**src/rtl/prescaled_bcd_counter.sv**
```systemverilog
// prescaled_bcd_counter
//   Multi-digit BCD up/down counter. An internal prescaler produces a
//   clock-enable (TICK) once every CLK_DIV cycles. The counter supports a
//   synchronous parallel load, and emits a terminal-count strobe (TC) on wrap.
//
// Parameters
//   CLK_DIV  CLK cycles per count step (>=1)
//   DIGITS   number of BCD digits (1..8)
//
// Ports
//   CLK       system clock, rising edge
//   RST       synchronous reset, active-high
//   EN        1 = prescaler runs, 0 = prescaler and counter frozen
//   UP_DN     1 = count up, 0 = count down (sampled on each tick)
//   LOAD      synchronous load of LOAD_VAL (digits >9 clamped to 9)
//   LOAD_VAL  BCD load value, digit 0 in [3:0]
//   BYPASS    (only with PRESCALER_BYPASS_EN) 1 = tick every EN cycle
//   COUNT     registered BCD count, digit 0 in [3:0]
//   TICK      one-cycle strobe: count advances this cycle
//   TC        one-cycle strobe: count wraps this cycle
//
// Build option
//   PRESCALER_BYPASS_EN  adds the BYPASS input

// One BCD digit of the up/down chain. cin is the carry (up) or borrow
// (down) arriving from the lower digit; digit 0 always gets cin=1.
module bcd_digit_step (
   input  logic [3:0] digit,
   input  logic       up,
   input  logic       cin,
   output logic [3:0] next,
   output logic       cout
);
   always_comb begin
      next = digit;
      cout = 1'b0;
      if (cin) begin
         if (up) begin
            if (digit == 4'd9) begin
               next = 4'd0;
               cout = 1'b1;
            end else begin
               next = digit + 4'd1;
            end
         end else begin
            if (digit == 4'd0) begin
               next = 4'd9;
               cout = 1'b1;
            end else begin
               next = digit - 4'd1;
            end
         end
      end
   end
endmodule

module prescaled_bcd_counter #(
   parameter int CLK_DIV = 12500000,
   parameter int DIGITS  = 2
) (
   input  logic                  CLK,
   input  logic                  RST,
   input  logic                  EN,
   input  logic                  UP_DN,
   input  logic                  LOAD,
   input  logic [4*DIGITS-1:0]   LOAD_VAL,
`ifdef PRESCALER_BYPASS_EN
   input  logic                  BYPASS,
`endif
   output logic [4*DIGITS-1:0]   COUNT,
   output logic                  TICK,
   output logic                  TC
);
   localparam int DIV_W = (CLK_DIV > 1) ? $clog2(CLK_DIV) : 1;
   localparam logic [DIV_W-1:0] DIV_MAX = DIV_W'(CLK_DIV - 1);

   logic [DIV_W-1:0]    div_cnt;
   logic                div_end;
   logic                bypass;
   logic [DIGITS:0]     carry;
   logic [4*DIGITS-1:0] count_next;
   logic [4*DIGITS-1:0] load_clamped;

`ifdef PRESCALER_BYPASS_EN
   assign bypass = BYPASS;
`else
   assign bypass = 1'b0;
`endif

   assign div_end = (div_cnt == DIV_MAX);

   // Load and reset both own the edge, so no count step is announced then.
   assign TICK = EN & ~LOAD & ~RST & (bypass | div_end);

   // Carry out of the top digit is set exactly when every digit wraps,
   // i.e. all 9s going up or all 0s going down.
   assign carry[0] = 1'b1;
   assign TC       = TICK & carry[DIGITS];

   for (genvar i = 0; i < DIGITS; i++) begin : g_digit
      bcd_digit_step u_step (
         .digit (COUNT[4*i +: 4]),
         .up    (UP_DN),
         .cin   (carry[i]),
         .next  (count_next[4*i +: 4]),
         .cout  (carry[i+1])
      );
      assign load_clamped[4*i +: 4] =
         (LOAD_VAL[4*i +: 4] > 4'd9) ? 4'd9 : LOAD_VAL[4*i +: 4];
   end

   always_ff @(posedge CLK) begin
      if (RST) begin
         div_cnt <= '0;
         COUNT   <= '0;
      end else if (LOAD) begin
         div_cnt <= '0;
         COUNT   <= load_clamped;
      end else begin
         // In bypass the divider parks at 0 so leaving bypass restarts a full period.
         if (EN)
            div_cnt <= (bypass | div_end) ? '0 : div_cnt + DIV_W'(1);
         if (TICK)
            COUNT <= count_next;
      end
   end
endmodule

```
**config.mk**
```make
export PLATFORM = sky130hd
export DESIGN_NAME = prescaled_bcd_counter
export DESIGN_NICKNAME = d
export VERILOG_FILES = /design/src/rtl/prescaled_bcd_counter.sv
export SDC_FILE = /design/constraint.sdc
export NUM_CORES = 1
export LEC_CHECK = 0
export ABC_AREA = 1
export CAP_MARGIN = 40
export CORE_MARGIN = 2
export CORE_UTILIZATION = 45
export DETAILED_ROUTE_END_ITERATION = 8
export PLACE_DENSITY = 0.68
export SLEW_MARGIN = 20
export SYNTH_ARGS = -nofsm -noshare
export SYNTH_HDL_FRONTEND = slang
export SYNTH_SLANG_ARGS = --single-unit
```
**constraint.sdc**
```tcl
create_clock -name CLK -period 4.5 [get_ports CLK]
set_input_delay 0.9 -clock CLK [delete_from_list [all_inputs] [get_ports CLK]]
set_output_delay 0.9 -clock CLK [all_outputs]
set_load 0.05 [all_outputs]
```
==> run summary, run 1 <==
Leak = 1.055 nW
Sequential fraction of design power = 46.8%
CP peak stage delay = 0.81 ns
Synth Warn # = 0
Min Hold Slack = 0.4941 ns
Final Power = 0.6423 mW
First DRT Iteration DRCs = 93
CTS tree = yes
Dominant synthesized flop cell = dfxtp_1
Unrepaired setup endpoints after global routing = false
Final #Nets = 386
Combinational power share = 18.1%
Seq/Total Area, Yosys = 29.14%
Sw Ratio = 29.25%
Post-Layout Inst Area = 2559 µm²
Placer Congestion = 0.9154
Max Clock Freq = 257.3 MHz
Synth Area in Compound Gates = 7.057%
# setup viols final = 0
I/O pin count = 23
Total die area = 5460 µm²
Root Buffer = clkbuf_8
First-pass GRT wire length = 8424 µm
Die Ht = 73.90 µm
Wire length on met2 = 2648 µm
Initial antenna violation count = 0
Worst Path Arrival = 2.99 ns
M1 WL = 2110 µm
Vias = 2191
Layout Area Growth over Synthesis = 16.39%
Core Rows = 25
Hold Buf Count CTS = 0
Post-CTS Resized = 0
Async S/R FF share, synth = 0%
Status = complete, no violations
Minimum clock period = 3.886 ns
Mux contribution to synthesized area = 0%
WL met3 = 185 µm
Layout Utilization = 54.17%
Sw power = 0.1879 mW
Synth Area in Simple Gates = 50.94%
Synth top area cells = dfxtp_1 29%, nand2_1 17%, nor2_1 11%
First-pass iteration count of the detailed router = 4
Post-Syn Nets = 362
Slowest cell on crit path = clkdlybuf4s50_1
Worst-path clk slew = 0.07 ns
Family with the most delay on the worst path = buffers and inverters
Post-DP HPWL = 3935 µm
Fillers = 478
Top-area cell type share of the netlist area = 29.14%
Worst VDD drop = 177.4 µV
Final Skew = 0.007972 ns
CP Capture Type = output port
CTS sink count = 32
Setup TNS = 0 ns
XOR/XNOR Fraction of Synth Area = 3.984%
Top routing layer used = met4
Max-cap viol count = 0
Clock Path Buffers = 2
H-tree depth = 2
Crit-path max FO = 9
Post-synth cell types = 36
Max-slew violations = 0
Mapped Cells = 348
Final period utilization = 86.36%
Clk pwr share = 35.1%
#FFs+latches synth = 32
Number of synthesized flops with an enable pin = 0
CORE AREA = 4723 µm²
Internal power = 0.4544 mW
Tightest Pin Transition = 0.4945 ns
Detail Route Antenna Nets = 0
DRC = 0
CP bufs+invs = 4
Vias per cell = 4.980
Hold Crit Class = register to register
CP Launch Type = input pin
Vias in the first global route = 1965
Die X = 73.90 µm
Largest net degree at the start of global routing = 16
Power Density = 251.0 nW/µm²
Final hold viol count = 0
Synthesized cell area = 2198 µm²
Postcts setup bufs = 0
Share of cells above drive strength 1 = 12.60%
Mean Syn Cell Area = 6.317 µm²
# diodes = 0
GRT overflow = 0
Placed Area = 2466 µm²
Post-Synth Adder-Cell Area = 0.5692%
Setup CP Type = input pin to output port
Clock latency on the worst-skew pair = 0.28 ns
Worst path cell trace = clkdlybuf4s50_1 > inv_2 > nor2_2 > inv_1 > nor2_2 > clkdlybuf4s50_1
Total GRT Usage = 20.16%
Num CTS Buffers = 5
Main combinational cell family by area after synthesis = simple AND/OR/NAND/NOR gates
Slew HR = 66.93%
Required time worst endpoint = 3.60 ns
Total Wirelength = 4986 µm
WL/cell = 11.33 µm
Initial Utilization = 46.54%
Leading area contributor after synthesis = dfxtp_1
Port-buffer cells = 22
==> power by group through the flow <==
| stage | Sequential, mW | Clock, mW | Combinational [mW] |
|---|---|---|---|
| 6_report | 0.301 | 0.225 | 0.116 |
| 5_1_grt | 0.303 | 0.247 | 0.130 |
| 4_1_cts | 0.301 | 0.236 | 0.117 |
| 3_5_place_dp | 0.307 | 0 | 0.116 |
| 3_3_place_gp | 0.307 | 0 | 0.117 |
| 2_1_floorplan | 0.323 | 0 | 0.0650 |
==> state kept, by name (all words and copies together), names as in the netlist <==
signal   count
COUNT        8
div_cnt     24
==> layer usage <==
metal	up-vias	track usage, %
met1	1000	23.43
met4	0	7.071
met2	43	35.81
met3	4	4.801
li1	1144	-
met5	-	0
==> cell usage after synthesis (2+ instances only) <==
cell,number
buf_6,2
nand3_1,27
o21bai_1,2
nor2_2,7
nor3b_1,3
inv_1,32
nand2_2,6
nand4_1,6
xor2_1,8
nor3_1,3
xnor2_1,2
a21oi_1,10
a211oi_1,2
o21ai_0,9
dfxtp_1,32
buf_2,3
nor2_1,62
nor2_4,6
nand2_1,101
nand3_2,5
inv_2,3
nand2_4,3
==> worst paths after layout <==
path,start,to,slack [ns],depth (start not counted)
setup reg to reg,div_cnt[0],div_cnt[13],2.88,10
setup / recovery,EN,TICK,0.61,6
hold / removal,div_cnt[14],div_cnt[14],0.49,2
hold reg to reg,div_cnt[14],div_cnt[14],0.49,2
==> cell type report <==
cell class	instances	area [µm²]	share of cell area, %
flip-flops and latches	32	640.6	25.04
inverters	37	141.4	5.526
clock inverters	2	10.01	0.3912
clock buffers	6	82.58	3.227
multi-input cells	273	1375	53.74
well taps	67	83.83	3.276
repair buffers	23	225.2	8.802
==> logic make-up (layout without fill, tap and decap cells) <==
kind of cell,count (synthesis),in the layout
simple gates,235,235
buf+inv,43,68
flops,32,32
compound gates,27,27
xor+xnor,10,10
fa+ha+maj,1,1
==> cells in the final DEF (no fill, tap or decap), types with 3 or more instances in the layout <==
cell	count
a21oi_1	10
clkbuf_8	6
clkdlybuf4s50_1	21
dfxtp_1	32
inv_1	32
inv_2	3
nand2_1	101
nand2_2	6
nand2_4	3
nand3_1	27
nand3_2	5
nand4_1	6
nor2_1	62
nor2_2	7
nor2_4	6
nor3_1	3
nor3b_1	3
o21ai_0	9
xor2_1	8
==> stage by stage <==
step / setup slack, ns / cells
5_1_grt: 0.4872 / 440
4_1_cts: 0.5958 / 440
3_5_place_dp: 0.6019 / 432
6_report: 0.6137 / 440
3_3_place_gp: 0.6545 / 432
2_1_floorplan: 1.130 / 348
==> worst register-to-register path, cell delays in order (launching register included) <==
cell and delay (ns):
dfxtp_1 0.38, ha_1 0.19, nand2_1 0.09, nor2_4 0.13, nand2_2 0.08, nor2_4 0.16, nand3_2 0.11, nand2_4 0.16
inv_2 0.11, nand2_1 0.07, nor2_1 0.04
No activity file was read; power rests on OpenSTA's default activity.
==> run 2, diff against run 1 <==
--- a/config.mk
+++ b/config.mk
@@ -10,6 +10,7 @@
 export CORE_MARGIN = 2
 export CORE_UTILIZATION = 45
 export DETAILED_ROUTE_END_ITERATION = 8
+export GPL_TIMING_DRIVEN = 0
 export PLACE_DENSITY = 0.68
 export SLEW_MARGIN = 20
 export SYNTH_ARGS = -nofsm -noshare
==> constraint.sdc (replaced) <==
create_clock -name CLK -period 4.5 [get_ports CLK]
set_input_delay 0.9 -clock CLK [delete_from_list [all_inputs] [get_ports CLK]]
set_output_delay 0.9 -clock CLK [all_outputs]
set_load 0.02 [all_outputs]
==> run 2 against run 1 <==
Die area did not move. Clock-buffer cell count rose by 1. Via count fell by 2.7%. Cell count rose by 0.45%. Core utilization rose by 0.85 points. Combinational power fell by 9%. Wire length fell by 3.1%. Worst setup slack improved by 0.056 ns. Flip-flop and latch count did not move. Total power rose by 9.9%. Maximum frequency rose by 1.5%.
==> run summary, run 2 (synthesis results as in run 1) <==
Tightest Pin Transition = 0.4052 ns (was 0.4945 ns)
Die X = 73.90 µm (unchanged)
Post-Layout Inst Area = 2599 µm² (was 2559 µm²)
Biggest regs = div_cnt x24, COUNT x8 (unchanged)
Layout Area Growth over Synthesis = 18.21% (was 16.39%)
Initial Utilization = 46.54% (unchanged)
Setup TNS = 0 ns (unchanged)
Fin worst setup slack = 0.6701 ns (was 0.6137 ns)
Most frequent cells in the layout = 101 x nand2_1, 62 x nor2_1, 32 x dfxtp_1, 32 x inv_1, 27 x nand3_1 (unchanged)
Max-cap viol count = 0 (unchanged)
Placed Cells = 434 (was 432)
DRC = 0 (unchanged)
Total Wirelength = 4829 µm (was 4986 µm)
# diodes = 0 (unchanged)
Worst VDD drop = 253.3 µV (was 177.4 µV)
Most common cell after layout, fill and taps aside = nand2_1 (unchanged)
Hold Crit Class = register to register (unchanged)
Core Rows = 25 (unchanged)
Clock Path Buffers = 2 (unchanged)
Max-slew violations = 0 (unchanged)
Leak = 1.078 nW (was 1.055 nW)
Vias per cell = 4.824 (was 4.980)
First-pass iteration count of the detailed router = 4 (unchanged)
Num CTS Buffers = 5 (unchanged)
# setup viols final = 0 (unchanged)
Final #Nets = 388 (was 386)
I/O pin count = 23 (unchanged)
H-tree depth = 2 (unchanged)
Place WS = 0.6591 ns (was 0.6019 ns)
Setup CP Type = input pin to output port (unchanged)
Total GRT Usage = 19.60% (was 20.16%)
Worst-path clk slew = 0.07 ns (about the same)
Final Non-Filler Cells = 442 (was 440)
Port-buffer cells = 19 (was 22)
Detail Route Antenna Nets = 0 (unchanged)
Crit-path max FO = 9 (unchanged)
Share of cells above drive strength 1 = 13.33% (was 12.60%)
Largest reg by FF count = div_cnt (unchanged)
CTS tree = yes (unchanged)
Largest net degree at the start of global routing = 11 (was 16)
Slowest cell on crit path = clkdlybuf4s50_1 (unchanged)
Vias in the first global route = 1878 (was 1965)
First-pass GRT wire length = 8376 µm (was 8424 µm)
Final hold viol count = 0 (unchanged)
Post-DP HPWL = 3731 µm (was 3935 µm)
Root Buffer = clkbuf_8 (unchanged)
First DRT Iteration DRCs = 88 (was 93)
Vias = 2132 (was 2191)
Hold Buf Count CTS = 0 (unchanged)
Number of flip-flops in the largest register = 24 (unchanged)
Die Ht = 73.90 µm (unchanged)
Layout Utilization = 55.02% (was 54.17%)
Worst path cell trace = clkdlybuf4s50_1 > clkinv_1 > nand2_2 > nor2_2 > inv_1 > nor2_2 > and3_1 > clkdlybuf4s50_1 (was clkdlybuf4s50_1 > inv_2 > nor2_2 > inv_1 > nor2_2 > clkdlybuf4s50_1)
Status = complete, no violations (unchanged)
CORE AREA = 4723 µm² (unchanged)
Slew HR = 72.74% (was 66.93%)
Clock latency on the worst-skew pair = 0.28 ns (about the same)
Max Clock Freq = 261.1 MHz (was 257.3 MHz)
Fillers = 498 (was 478)
Initial antenna violation count = 0 (unchanged)
Post-CTS Resized = 0 (unchanged)
CP Launch Type = input pin (unchanged)
CP peak stage delay = 0.59 ns (was 0.81 ns)
Unrepaired setup endpoints after global routing = false (unchanged)
Postcts setup bufs = 0 (unchanged)
CTS sink count = 32 (unchanged)
Placer Congestion = 0.8954 (was 0.9154)
Placed Area = 2472 µm² (was 2466 µm²)
Total die area = 5460 µm² (unchanged)
Power Density = 271.6 nW/µm² (was 251.0 nW/µm²)
GRT overflow = 0 (unchanged)
Final Skew = 0.006505 ns (was 0.007972 ns)
Minimum clock period = 3.830 ns (was 3.886 ns)
WL/cell = 10.93 µm (was 11.33 µm)
Worst Path Arrival = 2.93 ns (was 2.99 ns)
Final period utilization = 85.11% (was 86.36%)
Required time worst endpoint = 3.60 ns (about the same)
CP Capture Type = output port (unchanged)
## run 2: critical path: cells and delay by family
family | cells | cell delay [ns]
buf+inv | 4 | 1.29
simple gates | 4 | 0.73
## run 2: path summary, 6_finish.rpt
| kind | from | endpoint | slack [ns] | cells past startpoint |
|---|---|---|---|---|
| min | div_cnt[14] | div_cnt[14] | 0.49 | 2 |
| min reg2reg | div_cnt[14] | div_cnt[14] | 0.49 | 2 |
| max reg2reg | div_cnt[0] | div_cnt[19] | 2.91 | 10 |
| max | RST | TC | 0.67 | 8 |
## run 2: cell type report
| cell class | count | area, µm² | share of cell area (%) |
|---|---|---|---|
| clock inverter | 1 | 30.03 | 1.156 |
| buffer | 6 | 41.29 | 1.589 |
| sequential | 32 | 640.6 | 24.65 |
| timing repair buffer | 19 | 190.2 | 7.318 |
| clock buffer | 7 | 96.34 | 3.707 |
| multi-input combinational | 273 | 1375 | 52.91 |
| tap | 67 | 83.83 | 3.226 |
| inverter | 37 | 141.4 | 5.441 |
## run 2: stage by stage
step	power, mW	hold WS (ns)
after detailed placement	0.4106	0.4795
final	0.7059	0.4930
after CTS	0.7143	0.4907
after global placement	0.4101	0.4748
after floorplan	0.3754	0.4548
after global routing	0.7422	0.5291
## run 2: report_power, final
group          switching [mW]  internal, mW  leakage (nW)
Combinational          0.0617        0.0429         0.753
Clock                   0.107         0.195        0.0645
Sequential            0.00976         0.290         0.260
Total                   0.178         0.528          1.08
## run 2: per-layer routing
metal	up-vias	share of wire [%]	track usage (%)	routed length, µm
met3	7	3.1	2.881	152
met5	-	0	0	0
li1	1158	-	-	-
met4	0	1.2	6.061	57
met2	38	47	33.93	2257
met1	929	49	24.92	2363
==> run 3, diff against run 2 <==
--- a/config.mk
+++ b/config.mk
@@ -8,10 +8,11 @@
 export ABC_AREA = 1
 export CAP_MARGIN = 40
 export CORE_MARGIN = 2
-export CORE_UTILIZATION = 45
+export CORE_UTILIZATION = 50
 export DETAILED_ROUTE_END_ITERATION = 8
+export GPL_ROUTABILITY_DRIVEN = 0
 export GPL_TIMING_DRIVEN = 0
-export PLACE_DENSITY = 0.68
+export PLACE_DENSITY = 0.74
 export SLEW_MARGIN = 20
 export SYNTH_ARGS = -nofsm -noshare
 export SYNTH_HDL_FRONTEND = slang
==> run 3 against run 2 <==
Hold slack better by 0.0077 ns. Worst setup slack improved by 0.015 ns. Core utilization increased by 3.9 points. Die area shrank 9.5%. Sequential share of layout area is 0.66 points higher. Cell count fell by 3.6%. Via count rose by 2.3%. Critical path type unchanged. Highest routed layer unchanged.
==> run summary, run 3 (synthesis results as in run 1) <==
Biggest regs = div_cnt x24, COUNT x8 (unchanged)
R2R depth = 10 (unchanged)
CORE AREA = 4294 µm² (was 4723 µm²)
Final Power = 0.6125 mW (was 0.7059 mW)
Clock Path Buffers = 2 (unchanged)
Slowest cell on crit path = clkdlybuf4s50_1 (unchanged)
Setup CP Type = input pin to output port (unchanged)
Total die area = 4943 µm² (was 5460 µm²)
Placed Area = 2454 µm² (was 2472 µm²)
Clk pwr share = 34.0% (was 42.8%)
Post-DP HPWL = 3704 µm (was 3731 µm)
Crit-path max FO = 9 (unchanged)
Clock latency on the worst-skew pair = 0.29 ns (was 0.28 ns)
First-pass GRT wire length = 8549 µm (was 8376 µm)
CTS tree = yes (unchanged)
Num CTS Buffers = 5 (unchanged)
First DRT Iteration DRCs = 109 (was 88)
Max Clock Freq = 262.2 MHz (was 261.1 MHz)
Worst-path clk slew = 0.07 ns (about the same)
Hold Buf Count CTS = 0 (unchanged)
RR Startpoint = div_cnt[0] (unchanged)
Status = complete, no violations (unchanged)
CP bufs+invs = 4 (unchanged)
Minimum clock period = 3.815 ns (was 3.830 ns)
Die Ht = 70.31 µm (was 73.90 µm)
Final #Nets = 388 (unchanged)
Detail Route Antenna Nets = 0 (unchanged)
Post-Layout Inst Area = 2531 µm² (was 2599 µm²)
Total Wirelength = 4812 µm (was 4829 µm)
Worst VDD drop = 188.5 µV (was 253.3 µV)
Sequential fraction of design power = 48.9% (was 42.4%)
GRT overflow = 0 (unchanged)
DRC = 0 (unchanged)
Placed Cells = 419 (was 434)
Internal power = 0.4376 mW (was 0.5279 mW)
I/O pin count = 23 (unchanged)
Slew HR = 72.77% (was 72.74%)
Max-slew violations = 0 (unchanged)
Die X = 70.31 µm (was 73.90 µm)
Largest net degree at the start of global routing = 11 (unchanged)
WL/cell = 11.30 µm (was 10.93 µm)
Vias per cell = 5.122 (was 4.824)
Setup TNS = 0 ns (unchanged)
CTS sink count = 32 (unchanged)
Unrepaired setup endpoints after global routing = false (unchanged)
Total GRT Usage = 21.22% (was 19.60%)
Largest reg by FF count = div_cnt (unchanged)
Final hold viol count = 0 (unchanged)
Number of flip-flops in the largest register = 24 (unchanged)
Layout Area Growth over Synthesis = 15.14% (was 18.21%)
# setup viols final = 0 (unchanged)
Vias = 2182 (was 2132)
Final period utilization = 84.77% (was 85.11%)
Worst Path Arrival = 2.91 ns (was 2.93 ns)
Required time worst endpoint = 3.60 ns (about the same)
Power Density = 242.0 nW/µm² (was 271.6 nW/µm²)
Initial antenna violation count = 0 (unchanged)
CP Launch Type = input pin (unchanged)
Hold Crit Class = register to register (unchanged)
First-pass iteration count of the detailed router = 4 (unchanged)
R2r setup slk = 2.90 ns (was 2.91 ns)
Postcts setup bufs = 0 (unchanged)
Initial Utilization = 51.19% (was 46.54%)
Final Non-Filler Cells = 426 (was 442)
Reg2Reg Capture Point = div_cnt[17] (was div_cnt[19])
Most frequent cells in the layout = 101 x nand2_1, 62 x nor2_1, 32 x dfxtp_1, 32 x inv_1, 27 x nand3_1 (unchanged)
Port-buffer cells = 19 (unchanged)
Tightest Pin Transition = 0.4048 ns (was 0.4052 ns)
Worst path cell trace = clkdlybuf4s50_1 > clkinv_1 > nand2_2 > nor2_2 > inv_1 > nor2_2 > and3_1 > clkdlybuf4s50_1 (unchanged)
Core Rows = 24 (was 25)
Final Skew = 0.007193 ns (was 0.006505 ns)
Post-CTS Resized = 0 (unchanged)
# diodes = 0 (unchanged)
CP peak stage delay = 0.60 ns (was 0.59 ns)
Sw power = 0.1749 mW (was 0.1780 mW)
H-tree depth = 2 (unchanged)
Sw Ratio = 28.56% (was 25.21%)
CP Capture Type = output port (unchanged)
Leak = 1.054 nW (was 1.078 nW)
Root Buffer = clkbuf_8 (unchanged)
Combinational power share = 17.2% (was 14.8%)
Max-cap viol count = 0 (unchanged)
Family with the most delay on the worst path = buffers and inverters (unchanged)
Most common cell after layout, fill and taps aside = nand2_1 (unchanged)
WHS Endpoint = div_cnt[14] (unchanged)
Vias in the first global route = 1996 (was 1878)
Hold Crit Start = div_cnt[14] (unchanged)
Hold depth = 2 (unchanged)
Share of cells above drive strength 1 = 12.83% (was 13.33%)
==> run 3: routing by layer <==
layer  track usage, %  up-vias  wire, µm
met5                0        -         0
met3            3.463        9       201
met1            26.38      980      2208
li1                 -     1155         -
met4            9.188        0        88
met2            35.95       38      2313
==> run 3: area by class of cell <==
class / count / area [µm²]
plain buffers: 6 / 41.29
clock buffers: 6 / 72.57
clock inverters: 1 / 5.005
fillers: 452 / 1763
inverters: 37 / 141.4
multi-input cells: 273 / 1375
flip-flops and latches: 32 / 640.6
well taps: 52 / 65.06
repair buffers: 19 / 190.2
==> run 3: how the worst max path moves through the flow <==
stage               from  to  slack, ns  depth (start not counted)
finish               RST  TC       0.69                          8
global route         RST  TC       0.53                          8
CTS                  RST  TC       0.66                          8
detailed placement   RST  TC       0.67                          8
global placement     RST  TC       0.69                          8
floorplan           LOAD  TC       1.60                          7
==> run 3: power groups by stage <==
| stage | registers [mW] | logic [mW] | clock network [mW] |
|---|---|---|---|
| 2_1_floorplan | 0.311 | 0.0649 | 0 |
| 5_1_grt | 0.301 | 0.119 | 0.227 |
| 6_report | 0.299 | 0.105 | 0.208 |
| 3_5_place_dp | 0.305 | 0.105 | 0 |
| 4_1_cts | 0.299 | 0.106 | 0.212 |
| 3_3_place_gp | 0.305 | 0.104 | 0 |
==> run 3: worst min-delay path, cell delays in order, from the launching register on <==
cell and delay, ns:
dfxtp_1 0.32, inv_1 0.08, a21oi_1 0.06
==> run 3: per-stage QoR <==
| step | hold slack (ns) | setup slack [ns] | util (%) |
|---|---|---|---|
| after floorplan | 0.4548 | 1.600 | - |
| after global placement | 0.4773 | 0.6891 | 57.14 |
| after detailed placement | 0.4887 | 0.6653 | 57.14 |
| after CTS | 0.4983 | 0.6590 | 58.95 |
| after global routing | 0.5388 | 0.5304 | 58.95 |
| final | 0.5007 | 0.6854 | 58.95 |
